[src/rtl/alu_pkg.sv]
// Shared ALU definitions: opcode constants, controller state encoding and
// the opcode legality helper used by the sharing controller.
package alu_pkg;

  localparam logic [3:0] ALU_AND = 4'b0000;
  localparam logic [3:0] ALU_OR  = 4'b0001;
  localparam logic [3:0] ALU_ADD = 4'b0010;
  localparam logic [3:0] ALU_SUB = 4'b0110;
  localparam logic [3:0] ALU_SLT = 4'b0111;
  localparam logic [3:0] ALU_NOR = 4'b1100;

  typedef enum logic [1:0] {
    IDLE = 2'd0,
    EXEC = 2'd1,
    RESP = 2'd2
  } alu_state_e;

  function automatic logic op_is_legal(input logic [3:0] op);
    logic legal;
    legal = 1'b0;
    case (op)
      ALU_AND, ALU_OR, ALU_ADD, ALU_SUB, ALU_SLT, ALU_NOR: legal = 1'b1;
      default:                                             legal = 1'b0;
    endcase
    return legal;
  endfunction

endpackage

[src/rtl/alu_share_ctrl_alu.sv]
// Combinational 32-bit ALU shared by all requesters; undefined opcodes
// return zero.
module alu_share_ctrl_alu
  import alu_pkg::*;
(
  input  logic [31:0] in1,
  input  logic [31:0] in2,
  input  logic [3:0]  op,
  output logic [31:0] result
);

  always_comb begin
    result = '0;
    case (op)
      ALU_AND: result = in1 & in2;
      ALU_OR:  result = in1 | in2;
      ALU_ADD: result = in1 + in2;
      ALU_SUB: result = in1 - in2;
      // Unsigned compare.
      ALU_SLT: result = {31'd0, (in1 < in2)};
      ALU_NOR: result = ~(in1 | in2);
      default: result = '0;
    endcase
  end

endmodule

[src/rtl/alu_share_ctrl.sv]
// Round-robin sharing controller for the single ALU: grants one requester,
// runs the ALU for one cycle and returns the result on a valid/ready channel.
module alu_share_ctrl
  import alu_pkg::*;
#(
  parameter int NUM_REQ = 2,
  parameter int ID_W    = 1,
  parameter int DATA_W  = 32
) (
  input  logic                      clk,
  input  logic                      rst_n,
  input  logic [NUM_REQ-1:0]        req_valid,
  output logic [NUM_REQ-1:0]        req_ready,
  input  logic [NUM_REQ*DATA_W-1:0] req_in1,
  input  logic [NUM_REQ*DATA_W-1:0] req_in2,
  input  logic [NUM_REQ*4-1:0]      req_op,
  output logic                      rsp_valid,
  input  logic                      rsp_ready,
  output logic [DATA_W-1:0]         rsp_data,
  output logic                      rsp_zero,
  output logic [ID_W-1:0]           rsp_id,
  output logic                      rsp_illegal,
  output logic                      busy
);

  alu_state_e        state_q, state_d;
  logic [ID_W-1:0]   ptr_q, ptr_d;
  logic [ID_W-1:0]   id_q, id_d;
  logic [DATA_W-1:0] in1_q, in1_d;
  logic [DATA_W-1:0] in2_q, in2_d;
  logic [3:0]        op_q, op_d;
  logic [DATA_W-1:0] rsp_data_q, rsp_data_d;
  logic              rsp_zero_q, rsp_zero_d;
  logic              rsp_illegal_q, rsp_illegal_d;

  logic              grant_found;
  logic [ID_W-1:0]   grant_id;
  logic [DATA_W-1:0] sel_in1, sel_in2;
  logic [3:0]        sel_op;
  logic [DATA_W-1:0] alu_result;

  // Search upward from the pointer, wrapping, for the first valid requester.
  always_comb begin
    int              idx;
    logic [ID_W-1:0] idx_w;
    grant_found = 1'b0;
    grant_id    = '0;
    idx         = 0;
    idx_w       = '0;
    for (int k = 0; k < NUM_REQ; k++) begin
      idx = int'(ptr_q) + k;
      if (idx >= NUM_REQ) begin
        idx = idx - NUM_REQ;
      end
      idx_w = ID_W'(idx);
      if (!grant_found && req_valid[idx_w]) begin
        grant_found = 1'b1;
        grant_id    = idx_w;
      end
    end
  end

  always_comb begin
    sel_in1 = '0;
    sel_in2 = '0;
    sel_op  = '0;
    for (int i = 0; i < NUM_REQ; i++) begin
      if (grant_id == ID_W'(i)) begin
        sel_in1 = req_in1[i*DATA_W +: DATA_W];
        sel_in2 = req_in2[i*DATA_W +: DATA_W];
        sel_op  = req_op[i*4 +: 4];
      end
    end
  end

  // Gated by rst_n so no requester sees an accept while reset is held.
  always_comb begin
    req_ready = '0;
    if ((state_q == IDLE) && grant_found && rst_n) begin
      req_ready[grant_id] = 1'b1;
    end
  end

  alu_share_ctrl_alu u_alu (
    .in1    (in1_q),
    .in2    (in2_q),
    .op     (op_q),
    .result (alu_result)
  );

  always_comb begin
    state_d       = state_q;
    ptr_d         = ptr_q;
    id_d          = id_q;
    in1_d         = in1_q;
    in2_d         = in2_q;
    op_d          = op_q;
    rsp_data_d    = rsp_data_q;
    rsp_zero_d    = rsp_zero_q;
    rsp_illegal_d = rsp_illegal_q;
    case (state_q)
      IDLE: begin
        if (grant_found) begin
          in1_d   = sel_in1;
          in2_d   = sel_in2;
          op_d    = sel_op;
          id_d    = grant_id;
          ptr_d   = (grant_id == ID_W'(NUM_REQ - 1)) ? '0 : grant_id + ID_W'(1);
          state_d = EXEC;
        end
      end
      EXEC: begin
        rsp_data_d    = alu_result;
        rsp_zero_d    = (alu_result == '0);
        rsp_illegal_d = !op_is_legal(op_q);
        state_d       = RESP;
      end
      RESP: begin
        if (rsp_ready) begin
          state_d = IDLE;
        end
      end
      default: state_d = IDLE;
    endcase
  end

  always_ff @(posedge clk or negedge rst_n) begin
    if (!rst_n) begin
      state_q       <= IDLE;
      ptr_q         <= '0;
      id_q          <= '0;
      in1_q         <= '0;
      in2_q         <= '0;
      op_q          <= '0;
      rsp_data_q    <= '0;
      rsp_zero_q    <= 1'b0;
      rsp_illegal_q <= 1'b0;
    end else begin
      state_q       <= state_d;
      ptr_q         <= ptr_d;
      id_q          <= id_d;
      in1_q         <= in1_d;
      in2_q         <= in2_d;
      op_q          <= op_d;
      rsp_data_q    <= rsp_data_d;
      rsp_zero_q    <= rsp_zero_d;
      rsp_illegal_q <= rsp_illegal_d;
    end
  end

  assign rsp_valid   = (state_q == RESP);
  assign busy        = (state_q != IDLE);
  assign rsp_data    = rsp_data_q;
  assign rsp_zero    = rsp_zero_q;
  assign rsp_illegal = rsp_illegal_q;
  assign rsp_id      = id_q;

endmodule

[config.mk]
export PLATFORM = sky130hd
export DESIGN_NAME = alu_share_ctrl
export DESIGN_NICKNAME = d
export VERILOG_FILES = /design/src/rtl/alu_pkg.sv /design/src/rtl/alu_share_ctrl_alu.sv /design/src/rtl/alu_share_ctrl.sv
export SDC_FILE = /design/constraint.sdc
export NUM_CORES = 1
export LEC_CHECK = 0
export ABC_AREA = 1
export CAP_MARGIN = 20
export CORE_UTILIZATION = 30
export DETAILED_ROUTE_END_ITERATION = 10
export PLACE_DENSITY = 0.56
export SLEW_MARGIN = 20
export SYNTH_ARGS = -nofsm -noshare
export SYNTH_HDL_FRONTEND = slang
export SYNTH_SLANG_ARGS = --single-unit
[constraint.sdc]
create_clock -name clk -period 3.4 [get_ports clk]
set_input_delay 0.51 -clock clk [delete_from_list [all_inputs] [get_ports clk]]
set_output_delay 0.51 -clock clk [all_outputs]
set_load 0.02 [all_outputs]
==> results of run 1 <==
==> cells by family after synthesis <==
logic type,Yosys count,synth area share
and+or+nand+nor,981,0.3651
buffers and inverters,461,0.1673
AOI/OAI and AO/OA,186,0.1155
DFF,106,0.2343
adders and majority gates,104,0.1163
xor gates and xnor gates,2,0.001547
==> critical path, cell delays in order (launching register included) <==
cell and delay [ps]:
dfrtp_1 410, inv_1 100, ha_1 460, o21ai_0 730, a21oi_1 240, nand2_1 160
inv_1 60, nand3_1 80, nand2_1 50, nand3_1 70, nand3_1 170, nor2_1 170
nand3_1 90, nor2_1 110, nand2_1 50, nand2_1 50
==> stage by stage <==
step / total power [mW] / setup slack, ps / hold WS [ps]
2_1_floorplan: 10.64 / 1126 / 214.4
3_3_place_gp: 14.30 / 441.0 / 466.1
3_5_place_dp: 14.34 / 538.7 / 468.1
4_1_cts: 15.65 / 509.0 / 351.4
5_1_grt: 17.31 / 161.4 / 395.3
6_report: 15.77 / 336.4 / 324.5
==> metal layers <==
metal	track usage	vias up	share of wire
li1	-	6054	-
met1	0.3461	5549	0.51
met2	0.3252	359	0.41
met3	0.03902	28	0.063
met4	0.04485	0	0.011
met5	0	-	0
==> power by group <==
| part | total [mW] | internal, mW | leakage [nW] | switching (mW) |
|---|---|---|---|---|
| Clock | 1.27 | 0.744 | 0.167 | 0.531 |
| Combinational | 12.3 | 3.70 | 5.90 | 8.55 |
| Sequential | 2.24 | 1.82 | 1.33 | 0.416 |
==> path summary, 6_finish.rpt <==
kind	startpoint	end	slack, ps	cells past startpoint
worst min-delay path	rst_n	in1_q[24]$_DFFE_PN0P_	320	2
worst min register to register	rsp_data[3]$_DFFE_PN0N_	rsp_data[3]$_DFFE_PN0N_	480	2
max in group asynchronous	rst_n	in1_q[2]$_DFFE_PN0P_	2530	2
worst max-delay path	in1_q[21]$_DFFE_PN0P_	rsp_zero$_DFFE_PN0N_	340	15
min in group clk	rsp_data[3]$_DFFE_PN0N_	rsp_data[3]$_DFFE_PN0N_	480	2
worst max register to register	in1_q[21]$_DFFE_PN0P_	rsp_zero$_DFFE_PN0N_	340	15
==> flip-flops by register name (all words and copies together), names as in the netlist <==
name and cells:
in1_q 32, in2_q 32, op_q 4, ptr_q 1, rsp_data 32, rsp_id 1, rsp_illegal 1, rsp_zero 1
state_q 2
==> area by class of cell <==
type	count	area, um2	area share
Clock buffer	12	246.5	0.01785
Clock inverter	4	98.84	0.007157
Inverter	388	1456	0.1055
Multi-Input combinational cell	1273	6794	0.4919
Sequential cell	106	2653	0.1921
Tap cell	504	630.6	0.04566
Timing Repair Buffer	198	1932	0.1399
==> cells in the final DEF, fill, tap and decap left out, types with 3 or more instances in the layout <==
master             n
a21oi_1           48
a221oi_1          24
and2_1             3
buf_4             20
bufinv_16          3
clkbuf_16          9
clkdlybuf4s50_1  178
dfrtp_1          106
ha_1             102
inv_1            381
inv_2              6
nand2_1          540
nand2_2           10
nand3_1          220
nand4_1           16
nor2_1           155
nor2_2            13
nor3_1            12
o21ai_0           32
o21bai_1           6
o221ai_1          68
==> flow_metrics.py, run 1 <==
metrics = {
    "synthesis": {
        "ys.flop_type": "dfrtp_1",
        "synth_edf_count": 0,
        "synth_nets": 2085,
        "ys_warn_count": 0,
        "synthCells": 1840,
        "synth_top_area_frac": 0.2343,
        "syn_avg_cell_area_um2": 6.153,
        "synthTopCellsByArea": "dfrtp_1 (23%), nand2_1 (18%), inv_1 (13%)",
        "yosysTopAreaCell": "dfrtp_1",
        "ys_top_cells_by_count": "nand2_1 (540), inv_1 (381), nand3_1 (220)",
        "yosysUniqueCellTypes": 40,
        "ys_seq_area_frac": 0.2343,
        "netlist_area_um2": 11320,
        "yosysMostFrequentCell": "nand2_1",
        "async_reset_ff_frac": 1.000,
        "synth-seq-cells": 106,
    },
    "die": {
        "rows": 70,
        "dieArea_um2": 38520,
        "core-area_um2": 36870,
        "boundaryPins": 180,
        "die_w_um": 196.3,
        "die_h_um": 196.3,
        "start_util": 0.3071,
    },
    "detailed_routing": {
        "viasPerCell": 4.825,
        "dr.pass1.iters": 6,
        "vias": 11990,
        "ant_nets": 0,
        "drt-wirelength-per-cell_um": 17.32,
        "drc": 0,
        "drt-initial-drc-count": 870,
        "routed_wl_mm": 43.05,
    },
    "timing": {
        "worstMarginPinSlew_ps": 1038,
        "fin_skew_ps": 8.819,
        "final.setup.tns_ps": 0,
        "period_share": 0.9011,
        "fmax_ghz": 0.3264,
        "finalSetupViolations": 0,
        "maxSlewViolCount": 0,
        "rsz0062_at_grt": "false",
        "hold_viol": 0,
        "max_slew_margin": 0.3015,
        "period_minus_slack_ps": 3064,
    },
    "clock_tree": {
        "cts_setup_buffers": 0,
        "clock-sinks": 106,
        "clk_latency_ps": 380,
        "tritoncts": "done",
        "cts_htree_levels": 3,
        "root_buffer": "clkbuf_16",
        "holdBufCountCts": 0,
        "cts_buffers": 9,
        "cts_buffer_depth": 2,
        "clk_pin_slew_ps": 80,
        "cts_resized": 0,
    },
    "power_and_ir_drop": {
        "powerDensity_nw_per_um2": 1142,
        "ir_drop_mv": 0.3506,
        "p_leak_nw": 7.391,
    },
    "finish": {
        "nets": 2221,
        "finalNonFillerCells": 2485,
        "antenna_cells": 0,
        "num-fill-cells": 4025,
        "synthToLayoutAreaGrowth_pct": 21.98,
        "fin_area_um2": 13810,
        "utilization": 0.3746,
        "drive_above_1_share": 0.03735,
    },
    "worst_setup_path": {
        "cp.required_ps": 3720,
        "critPathLaunchType": "flop",
        "worstPathArrival_ps": 3380,
        "endpoint_kind": "flop",
        "critPathMaxFanout": 9,
        "critPathKind": "flop to flop",
    },
    "place": {
        "dpl-instance-area_um2": 13470,
        "dp_cells": 2469,
        "place.gp.congestion": 0.9443,
        "dp_hpwl_mm": 36.29,
        "portBuffers": 179,
    },
    "global_route": {
        "grt.overflow.total": 0,
        "grt_max_degree": 70,
        "track_usage": 0.2258,
        "grt_pass1_wl_mm": 66.36,
        "grt_pass1_vias": 11445,
        "antenna_found_initial": 0,
    },
    "run_status": {
        "status": "complete, no violations",
    },
    "hold_path": {
        "min-delay-path-class": "primary input to async pin",
    },
    "flow_run": {
        "maxCapViolCount": 0,
    },
}
No activity file was read; power rests on OpenSTA's default activity.
==> inputs of run 2 (changes only) <==
--- a/config.mk
+++ b/config.mk
@@ -8,6 +8,7 @@
 export ABC_AREA = 1
 export CAP_MARGIN = 20
 export CORE_UTILIZATION = 30
+export CTS_CLUSTER_SIZE = 25
 export DETAILED_ROUTE_END_ITERATION = 10
 export PLACE_DENSITY = 0.56
 export SLEW_MARGIN = 20
==> results of run 2 <==
Same layout as run 1: the final DEF is identical, and so are final timing and power.
==> RTL change 1: new RTL, config.mk and constraints of run 2 <==
Take the reset off `rsp_data_q` and load it in a clocked block of its own.
--- a/src/rtl/alu_share_ctrl.sv
+++ b/src/rtl/alu_share_ctrl.sv
@@ -132,7 +132,6 @@
       in1_q         <= '0;
       in2_q         <= '0;
       op_q          <= '0;
-      rsp_data_q    <= '0;
       rsp_zero_q    <= 1'b0;
       rsp_illegal_q <= 1'b0;
     end else begin
@@ -142,10 +141,13 @@
       in1_q         <= in1_d;
       in2_q         <= in2_d;
       op_q          <= op_d;
-      rsp_data_q    <= rsp_data_d;
       rsp_zero_q    <= rsp_zero_d;
       rsp_illegal_q <= rsp_illegal_d;
     end
+  end
+
+  always_ff @(posedge clk) begin
+    rsp_data_q <= rsp_data_d;
   end
 
   assign rsp_valid   = (state_q == RESP);
Check against the original RTL: differs if rst_n is asserted again (counterexample within 4 cycles, from zero or initial values and one cycle with rst_n low); with rst_n held inactive, the same outputs for 4 cycles.
==> RTL change 1 against run 2 <==
Clock skew is 0.0069 ns higher; synthesized area is 3.6% lower; setup slack better by 0.068 ns; sequential cell count stayed put; total power is 0.43% lower; wire length is 1.4% lower; sequential share of layout area is 1.7 points higher; cell count is 6.7% lower; final area is 2.7% lower; critical path depth is 1 higher; the flow now finishes with violations (DRC); die area is 3.5% lower.
==> RTL change 1: results (changes against run 2) <==
metric;value;unit;change
outcome;finished with violations;;
failing checks;DRC;;
post-synthesis sequential area ratio;0.2576;;+0.02331
peak supply drop;454.2;uV;+30%
placed inst area;0.01313;mm2;-2.5%
initial DRC count;859;;-1.3%
vias in the first global route;10920;;-4.6%
Netlist cell types;41;;+2.5%
largest net degree at the start of global routing;70;;unchanged
layout cells sized above 1;0.04521;;+0.007855
clock skew;0.01576;ns;+0.006946 ns
asr flop ratio synth;0.6981;;-0.3019
final WL;42.46;mm;-1.4%
Post-synth EDFFs;32;;+32
GP Congestion;0.9557;;+1.2%
drt drc;12;;+12
leakage;7.037;nW;-4.8%
top cells by count, synth;nand2_1, inv_1, nand3_1, nor2_1, ha_1;;
slew of the pin with the lowest slew margin;0.9732;ns;-0.06502 ns
Final #Nets;2098;;-5.5%
hpwl dp;35.22;mm;-2.9%
global-route wire length before repair;64.32;mm;-3.1%
CP Max Fanout;8;;-1
Clock Latency Late Sink;0.38;ns;about the same
Post-Syn Nets;1951;;-6.4%
ranking of synthesized cells by area;dfrtp_1, nand2_1, inv_1;;
worst stage delay on the critical path;0.59;ns;-0.14 ns
Setup WS pre-CTS;0.4468;ns;-0.09193 ns
slowest CP cell;ha_1;;
Overall Global Routing Usage;0.2323;;+0.006443
Synth Flop Type;dfrtp_1;;
via/cell ratio;4.902;;+1.6%
[RTL change 1: cell type report]
class	instances	area, um2
multi-input combinational	1161	6392
clock buffer	12	256.5
sequential	106	2813
fill	3854	22220
clock inverter	4	33.78
inverter	377	1415
timing repair buffer	198	1947
tap	461	576.8
[RTL change 1: critical path: cells and delay by family, from the launching register on]
| kind | cells | cell delay (ns) |
|---|---|---|
| buffers and inverters | 2 | 0.34 |
| AOI/OAI and AO/OA | 2 | 0.46 |
| DFF | 1 | 0.41 |
| adders and majority gates | 1 | 0.59 |
| and+or+nand+nor | 11 | 1.13 |
[RTL change 1: worst paths after layout]
check	startpoint	to	slack (ns)	cells past startpoint
max in group asynchronous	rst_n	in2_q[28]$_DFFE_PN0P_	1.74	3
worst max-delay path	in1_q[25]$_DFFE_PN0P_	rsp_zero$_DFFE_PN0N_	0.40	16
worst min-delay path	rst_n	state_q[0]$_DFFE_PN0P_	0.48	2
min in group clk	rsp_id$_DFFE_PN0P_	rsp_id$_DFFE_PN0P_	0.51	2
worst max register to register	in1_q[25]$_DFFE_PN0P_	rsp_zero$_DFFE_PN0N_	0.40	16
worst min register to register	rsp_id$_DFFE_PN0P_	rsp_id$_DFFE_PN0P_	0.51	2
[RTL change 1: routing by layer]
| layer | vias to the layer above | GRT usage | share of wire |
|---|---|---|---|
| met2 | 334 | 0.3365 | 0.41 |
| met4 | 0 | 0.03937 | 0.0092 |
| met5 | - | 0 | 0 |
| met1 | 5302 | 0.3625 | 0.52 |
| li1 | 5713 | - | - |
| met3 | 18 | 0.02964 | 0.060 |
[RTL change 1: cell families after synthesis]
group | after synthesis | synth area share
simple gates | 882 | 0.3465
buf+inv | 439 | 0.1587
compound gates | 173 | 0.1149
flops | 106 | 0.2576
fa+ha+maj | 104 | 0.1205
xor+xnor | 1 | 0.0008023
mux | 1 | 0.0009167
[RTL change 1: timing repair]
item,in CTS,in global routing
setup buffers,0,0
hold buffers,1,0
endpoints found under the hold margin,6,0
[RTL change 1: power by group]
group | switching [mW] | leakage [nW] | internal [mW] | total (mW)
Combinational | 8.38 | 5.69 | 3.71 | 12.1
Clock | 0.549 | 0.140 | 0.546 | 1.10
Sequential | 0.409 | 1.21 | 2.10 | 2.51
Total | 9.34 | 7.04 | 6.36 | 15.7
[RTL change 1: per-stage QoR]
| step | total power, mW | hold slack [ns] | std cells |
|---|---|---|---|
| floorplan | 10.48 | 0.2144 | 1706 |
| global placement | 14.45 | 0.3357 | 2302 |
| detailed placement | 14.49 | 0.3363 | 2302 |
| CTS | 15.61 | 0.4828 | 2319 |
| global route | 17.16 | 0.5016 | 2319 |
| finish | 15.70 | 0.4831 | 2319 |
==> RTL change 2: new RTL, settings of run 2 <==
Made on the original files. `NUM_REQ`: 2 -> 4.
--- a/src/rtl/alu_share_ctrl.sv
+++ b/src/rtl/alu_share_ctrl.sv
@@ -3,7 +3,7 @@
 module alu_share_ctrl
   import alu_pkg::*;
 #(
-  parameter int NUM_REQ = 2,
+  parameter int NUM_REQ = 4,
   parameter int ID_W    = 1,
   parameter int DATA_W  = 32
 ) (
Interface: changed (5 resized); port bits go from 180 to 320. The function was not compared with the original's and may differ.
==> RTL change 2 against run 2 <==
Total power decreased by 0.72%; setup slack got worse by 0.016 ns; final area decreased by 0.37%; synthesized area decreased by 1.0%; wire length increased by 0.67%; die area decreased by 1.0%; sequential cell count unchanged; largest power group unchanged.
==> RTL change 2: results (changes against run 2) <==
metric;value;unit;change
outcome;complete, no violations;;
CP Max Fanout;7;;-2
global-route wire length before repair;67.44;mm;+1.6%
slowest CP cell;ha_1;;
GP Congestion;0.9236;;-2.2%
postcts setup bufs;0;;unchanged
HP Class;flop to flop;;
initial DRC count;819;;-5.9%
Netlist cell types;38;;-5.0%
min-delay src;rsp_data[19]$_DFFE_PN0N_;;
Critical path destination;rsp_zero$_DFFE_PN0N_;;
Min-Delay Endpoint;rsp_data[19]$_DFFE_PN0N_;;
Root Buffer;clkbuf_16;;
post_cts resized;0;;unchanged
post-synthesis sequential area ratio;0.2368;;+0.002486
clock skew;0.01211;ns;+0.003290 ns
Setup WS pre-CTS;0.4041;ns;-0.1347 ns
top cells by count, synth;nand2_1, inv_1, nand3_1, nor2_1, dfrtp_1;;
Detailed Routing Iterations Pass 1;6;;unchanged
Final #Nets;2346;;+5.6%
peak supply drop;307.7;uV;-12%
layout cells sized above 1;0.04469;;+0.007338
CTS clk-pin slew, worst paths;0.07;ns;
post-synthesis compound-gate area fraction;0.1311;;+0.01563
reg-to-reg slack, setup;0.32;ns;-0.02 ns
delay-heaviest family, CP;simple AND/OR/NAND/NOR gates;;
hold path cells;2;;
Yosys Warn Count;0;;unchanged
Overall Global Routing Usage;0.2338;;+0.007980
Clock Latency Late Sink;0.39;ns;
asr flop ratio synth;1.000;;unchanged
via/cell ratio;4.894;;+1.4%
Synth Area in Adders;0.1153;;-0.001000
Setup crit start;in1_q[23]$_DFFE_PN0P_;;
H-tree Lvls;3;;unchanged
vias in the first global route;11650;;+1.7%
mux cell area share after synthesis;0;;unchanged
Max-slew headroom;0.5085;;+0.2070
placed inst area;0.01348;mm2;about the same
FF-to-FF path depth;17;;+2
xor/xnor cell area share of the yosys netlist;0;;-0.001547
maximum buffer depth of the clock tree;2;;unchanged
initial antenna violation count;1;;+1
n_diodes;0;;unchanged
hpwl dp;36.20;mm;-0.24%
CTS Buf Count;9;;unchanged
ranking of synthesized cells by area;dfrtp_1, nand2_1, inv_1;;
leakage;7.333;nW;-0.79%
final WL;43.34;mm;+0.67%
largest net degree at the start of global routing;70;;unchanged
worst stage delay on the critical path;0.47;ns;-0.26 ns
Tmin final;3.080;ns;+0.01589 ns
cts hold-fix bufs;1;;+1
I/O Buffers;179;;unchanged
==> RTL change 2: cell types whose count changed after synthesis, moves of 3 or more <==
cell | before | now
o21a_1 | 0 | 3
a21oi_1 | 48 | 59
buf_6 | 10 | 5
nor3_1 | 12 | 5
buf_2 | 14 | 19
o21ai_0 | 32 | 36
nand2_1 | 540 | 516
buf_4 | 8 | 19
nor2_1 | 156 | 160
inv_1 | 381 | 359
clkbuf_8 | 4 | 0
clkbuf_1 | 36 | 30
==> RTL change 2: per-layer routing <==
metal | vias up | routed length, um | track usage
met5 | - | 13 | 0
met4 | 2 | 633 | 0.05774
met3 | 28 | 2148 | 0.02055
met2 | 334 | 18630 | 0.3614
met1 | 5519 | 21910 | 0.3472
li1 | 6044 | - | -
==> RTL change 2: final cells by class <==
type / count / area (um2)
Multi-Input combinational cell: 1268 / 6800
Fill cell: 4068 / 22940
Sequential cell: 106 / 2653
Tap cell: 468 / 585.6
Timing Repair Buffer: 216 / 2082
Clock inverter: 2 / 12.51
Inverter: 364 / 1366
Clock buffer: 13 / 260.3
==> RTL change 2: through the flow <==
| stage | hold slack [ns] | utilization | std cells |
|---|---|---|---|
| floorplan | 0.2144 | - | 1811 |
| global placement | 0.3635 | 0.3672 | 2421 |
| detailed placement | 0.3615 | 0.3672 | 2421 |
| CTS | 0.4846 | 0.3749 | 2437 |
| global route | 0.5026 | 0.3749 | 2437 |
| finish | 0.4795 | 0.3749 | 2437 |
==> RTL change 2: report_power, final <==
| part | switching (mW) | internal, mW | leakage, nW |
|---|---|---|---|
| sequential | 0.386 | 1.82 | 1.33 |
| clock | 0.495 | 0.532 | 0.132 |
| combinational | 8.57 | 3.85 | 5.87 |
